==> config.mk <==
export PLATFORM = sky130hd
export DESIGN_NAME = alu_cmd_issuer
export DESIGN_NICKNAME = d
export VERILOG_FILES = /design/src/rtl/alu_pkg.sv /design/src/rtl/issuer_timeout_cnt.sv /design/src/rtl/alu_cmd_issuer.sv
export SDC_FILE = /design/constraint.sdc
export NUM_CORES = 1
export LEC_CHECK = 0
export ABC_AREA = 1
export CORE_MARGIN = 2
export CORE_UTILIZATION = 44
export CTS_CLUSTER_DIAMETER = 80
export DETAILED_ROUTE_END_ITERATION = 16
export GPL_ROUTABILITY_DRIVEN = 0
export PLACE_DENSITY = 0.85
export SYNTH_ARGS = -nofsm -noshare
export SYNTH_HDL_FRONTEND = slang
export SYNTH_SLANG_ARGS = --single-unit
==> constraint.sdc <==
create_clock -name CLK -period 2.7 [get_ports CLK]
set_input_delay 0.54 -clock CLK [delete_from_list [all_inputs] [get_ports CLK]]
set_output_delay 0.54 -clock CLK [all_outputs]
set_load 0.05 [all_outputs]
==> src/rtl/alu_pkg.sv <==
// Shared ALU encodings: issuer FSM states, unit selects, CMP op and result codes.
package alu_pkg;

    typedef enum logic [1:0] {
        IDLE  = 2'd0,
        ISSUE = 2'd1,
        WAIT  = 2'd2,
        HOLD  = 2'd3
    } issuer_state_t;

    // Upper two bits of the function code pick the unit
    localparam logic [1:0] UNIT_ARITH = 2'b00;
    localparam logic [1:0] UNIT_LOGIC = 2'b01;
    localparam logic [1:0] UNIT_CMP   = 2'b10;
    localparam logic [1:0] UNIT_SHIFT = 2'b11;

    localparam logic [1:0] CMP_NOP = 2'b00;
    localparam logic [1:0] CMP_EQ  = 2'b01;
    localparam logic [1:0] CMP_GT  = 2'b10;
    localparam logic [1:0] CMP_LT  = 2'b11;

    localparam logic [1:0] CMP_RES_NONE = 2'd0;
    localparam logic [1:0] CMP_RES_EQ   = 2'd1;
    localparam logic [1:0] CMP_RES_GT   = 2'd2;
    localparam logic [1:0] CMP_RES_LT   = 2'd3;

endpackage

==> src/rtl/issuer_timeout_cnt.sv <==
// Clearable saturating cycle counter; tc flags the last allowed WAIT cycle.
module issuer_timeout_cnt #(
    parameter int TIMEOUT = 8,
    parameter int W       = 8
) (
    input  logic CLK,
    input  logic RST,
    input  logic clr,
    input  logic inc,
    output logic tc
);

    logic [W-1:0] cnt;

    always_ff @(posedge CLK or posedge RST) begin
        if (RST)
            cnt <= '0;
        else if (clr)
            cnt <= '0;
        else if (inc && (cnt != {W{1'b1}}))
            cnt <= cnt + 1'b1;
    end

    assign tc = (cnt == W'(TIMEOUT - 1));

endmodule

==> src/rtl/alu_cmd_issuer.sv <==
// Single-outstanding command issuer for the registered ALU units, with a
// WAIT timeout so a silent unit still yields an (error) result.
module alu_cmd_issuer
    import alu_pkg::*;
#(
    parameter int WIDTH   = 16,
    parameter int FUN_W   = 4,
    parameter int TIMEOUT = 8,
    parameter int CNT_W   = 8
) (
    input  logic             CLK,
    input  logic             RST,
    input  logic             cmd_valid,
    output logic             cmd_ready,
    input  logic [FUN_W-1:0] cmd_fun,
    input  logic [WIDTH-1:0] cmd_a,
    input  logic [WIDTH-1:0] cmd_b,
    output logic [WIDTH-1:0] alu_a,
    output logic [WIDTH-1:0] alu_b,
    output logic [FUN_W-1:0] alu_fun,
    output logic             alu_en,
    input  logic [WIDTH-1:0] alu_out,
    input  logic             alu_valid,
    output logic             res_valid,
    input  logic             res_ready,
    output logic [WIDTH-1:0] res_data,
    output logic             res_err,
    output logic [CNT_W-1:0] op_count
);

    issuer_state_t state_q, state_d;
    logic          to_tc;

    issuer_timeout_cnt #(
        .TIMEOUT (TIMEOUT),
        .W       (8)
    ) u_to (
        .CLK (CLK),
        .RST (RST),
        .clr (state_q == ISSUE),
        .inc ((state_q == WAIT) && !alu_valid),
        .tc  (to_tc)
    );

    always_ff @(posedge CLK or posedge RST) begin
        if (RST)
            state_q <= IDLE;
        else
            state_q <= state_d;
    end

    always_comb begin
        state_d = state_q;
        case (state_q)
            IDLE:    if (cmd_valid) state_d = ISSUE;
            ISSUE:   state_d = WAIT;
            WAIT:    if (alu_valid || to_tc) state_d = HOLD;
            HOLD:    if (res_ready) state_d = IDLE;
            default: state_d = IDLE;
        endcase
    end

    always_comb begin
        cmd_ready = 1'b0;
        alu_en    = 1'b0;
        res_valid = 1'b0;
        case (state_q)
            IDLE:    cmd_ready = 1'b1;
            ISSUE:   alu_en    = 1'b1;
            HOLD:    res_valid = 1'b1;
            default: ;
        endcase
    end

    // Operands stay put from acceptance to the next accept so the unit sees stable inputs
    always_ff @(posedge CLK or posedge RST) begin
        if (RST) begin
            alu_a    <= '0;
            alu_b    <= '0;
            alu_fun  <= '0;
            res_data <= '0;
            res_err  <= 1'b0;
            op_count <= '0;
        end else begin
            if (state_q == IDLE && cmd_valid) begin
                alu_a   <= cmd_a;
                alu_b   <= cmd_b;
                alu_fun <= cmd_fun;
            end
            // A flag on the terminal-count cycle still counts as a real answer
            if (state_q == WAIT) begin
                if (alu_valid) begin
                    res_data <= alu_out;
                    res_err  <= 1'b0;
                end else if (to_tc) begin
                    res_data <= '0;
                    res_err  <= 1'b1;
                end
            end
            if (state_q == HOLD && res_ready)
                op_count <= op_count + 1'b1;
        end
    end

endmodule

==> run_results.csv <==
group,metric,value,unit
die,die_w,88.0,um
worst_setup_path,cpPeakStageDelay,0.83,ns
min_path,hold_class,"reg -> reg",
timing,finClkSkew,0.0125,ns
die,io_pins,121,
final_layout,antenna_cells,0,
yosys,yosys.area.top_type_share,57.3,%
timing,setup_viol,0,
yosys,synth_cells,285,
placement,post_dp_cell_area,4400,um2
timing,whs,0.475,ns
yosys,synth_simple_gate_area_share,18.7,%
yosys,yosysWarnings,0,
final_layout,fin_nets,475,
power_and_ir_drop,powerDensity,1360,nW/um2
yosys,synth_xor_area_share,1.69,%
routing,via_per_inst,4.89,
power_and_ir_drop,ir_worst_vdd,0.857,mV
grt,antenna_found_initial,0,
placement,portBuffers,120,
grt,grt_start_max_net_pins,72,
yosys,ys_seq_area_share,57.3,%
final_layout,layout-drive-gt1-share,17.1,%
routing,drc,0,
yosys,synth_top_family_by_area,"simple AND/OR/NAND/NOR gates",
die,core_area,6790,um2
power_and_ir_drop,total_power,6.29,mW
yosys,synthAdderAreaFrac,2.42,%
routing,drt-total-wl,7120,um
die,placementRows,30,
clock_tree,cts_hold_buf,0,
grt,track_usage,18.8,%
timing,setup_tns,0,ns
placement,hpwl,5150,um
yosys,ys_seq_elements,71,
worst_setup_path,crit_path_cell_trace,"inv_1 > ha_1 > clkdlybuf4s50_1",
worst_setup_path,path_class,"reg -> out",
timing,rsz0062_at_grt,"false",
yosys,synth_compound_area_share,1.53,%
timing,min_period,2.42,ns
die,die_h,88.0,um
clock_tree,tritoncts,"built",
worst_setup_path,cp-start-kind,"register",
routing,antenna_left,0,
worst_setup_path,cp_slowest_cell,"clkdlybuf4s50_1",
clock_tree,ctsRootBufferMaster,"clkbuf_8",
yosys,synth_commonest_cells,"nand2_1 (73), dfrtp_1 (71), mux2_2 (37), nand3_1 (28), inv_1 (21)",
flow_run,cap_violations,0,
routing,vias,2504,
yosys,synth_area_leader_cell,"dfrtp_1",
worst_setup_path,arrival,1.88,ns
power_and_ir_drop,leakage,2.14,nW
yosys,synth_top_flop_cell,"dfrtp_1",
routing,drtIter0Drc,67,
yosys,synthMuxAreaShare,13.4,%
die,die_area,7740,um2
yosys,netlist_area,3100,um2
clock_tree,cts.clk_slew.worst_paths,0.07,ns
worst_setup_path,critPathRequiredTime,2.16,ns
final_layout,syn2layout_area_growth,48.7,%
grt,grt_pass1_wl,11200,um
yosys,async_flop_share,100,%
routing,routedWlPerCell,13.9,um
clock_tree,cts_setup_buffers,0,
timing,hold_violations,0,
yosys,synth_edf_count,0,
clock_tree,cts.sinks,71,
outcome,status,"finished clean",
timing,tightest_slew,0.526,ns
clock_tree,htreeDepth,3,
worst_setup_path,worstPathMaxFanout,4,
grt,overflow,0,
timing,finalCritPeriodShare,89.8,%
worst_setup_path,cp-end-kind,"primary output",
clock_tree,cts-resized-gates,0,
clock_tree,cts_made_buffers,9,
clock_tree,clock_latency,0.33,ns
yosys,yosysUniqueCellTypes,26,
yosys,synth.most_common_cell,"nand2_1",
timing,relSlewSlack,64.8,%
timing,fmax,413,MHz
timing,slew_violations,0,
yosys,syn_avg_cell_area,10.9,um2
yosys,ys_top_cells_by_area,"dfrtp_1 (57%), mux2_2 (13%), nand2_1 (8.8%)",
clock_tree,cts_max_path_buffers,2,
die,start_util,45.7,%
routing,first_pass_iters,4,
final_layout,finalInstanceArea,4610,um2
yosys,syn-num-nets,348,
grt,grt_pass1_vias,2495,
cells in the final DEF, fill, tap and decap left out:
cell type        instances
clkdlybuf4s50_1        120
nand2_1                 73
dfrtp_1                 71
mux2_2                  37
nand3_1                 28
inv_1                   20
clkbuf_8                10
nand4_1                  8
nor2_1                   6
ha_1                     6
xor2_1                   5
nand2_2                  4
inv_2                    4
o21ai_0                  4
buf_4                    3
nand2_4                  2
nor2_4                   2
bufinv_16                2
clkinv_2                 2
o22ai_1                  1
nor2_2                   1
a21oi_4                  1
or2_2                    1
nor3_2                   1
xnor2_1                  1
a21oi_1                  1
clkbuf_1                 1
buf_12                   1
layout make-up:
class | count | area [um2]
fill | 540 | 2180
tap | 96 | 120
multi-input combinational | 182 | 1170
inverter | 24 | 90.1
clock buffer | 11 | 141
clock inverter | 4 | 70.1
sequential | 71 | 1780
timing repair buffer | 124 | 1240
power by group:
group | switching, mW | internal [mW]
combinational | 2.32 | 1.27
sequential | 0.264 | 1.53
clock | 0.368 | 0.538
total | 2.95 | 3.33
per-layer routing:
metal | vias to the layer above | wire, um | GRT usage [%]
li1 | 1183 | - | -
met1 | 1231 | 2920 | 22.4
met2 | 83 | 3710 | 33.5
met5 | - | 0 | 0
met4 | 0 | 62 | 5.87
met3 | 7 | 430 | 4.52
worst paths after layout:
kind / start / endpoint / cells past startpoint / slack (ns)
max in group asynchronous: RST / alu_b[11]$_DFFE_PP0P_ / 3 / 1.80
worst max-delay path: state_q[1]$_DFFE_PP0P_ / alu_en / 3 / 0.28
worst min-delay path: res_data[3]$_DFFE_PP0P_ / res_data[3]$_DFFE_PP0P_ / 2 / 0.48
worst min register to register: res_data[3]$_DFFE_PP0P_ / res_data[3]$_DFFE_PP0P_ / 2 / 0.48
min in group asynchronous: RST / res_data[14]$_DFFE_PP0P_ / 3 / 0.59
worst max register to register: state_q[0]$_DFFE_PP0P_ / alu_a[15]$_DFFE_PP0P_ / 5 / 0.98
through the flow:
stage,utilization [%],std cells,worst slack (ns)
after CTS,67.9,512,0.261
after global routing,67.9,512,0.215
final,67.9,512,0.276
after global placement,64.8,497,0.646
after floorplan,-,285,0.363
after detailed placement,64.8,497,0.624
cell families after synthesis:
group,count (synthesis)
flops,71
simple gates,126
buf+inv,32
fa+ha+maj,6
compound gates,7
xor+xnor,6
mux,37
sequential cells by signal, summed over array words and instances (netlist names):
name      cells
op_count      8
alu_fun       4
u_to.cnt      8
alu_a        16
alu_b        16
res_err       1
state_q       2
res_data     16
worst max-delay path, delay by kind of cell, from the launching register on:
kind | cells | cell delay, ns
adders and majority gates | 1 | 0.23
DFF | 1 | 0.41
buffers and inverters | 2 | 0.92
Power figures use the tool's default switching activity.
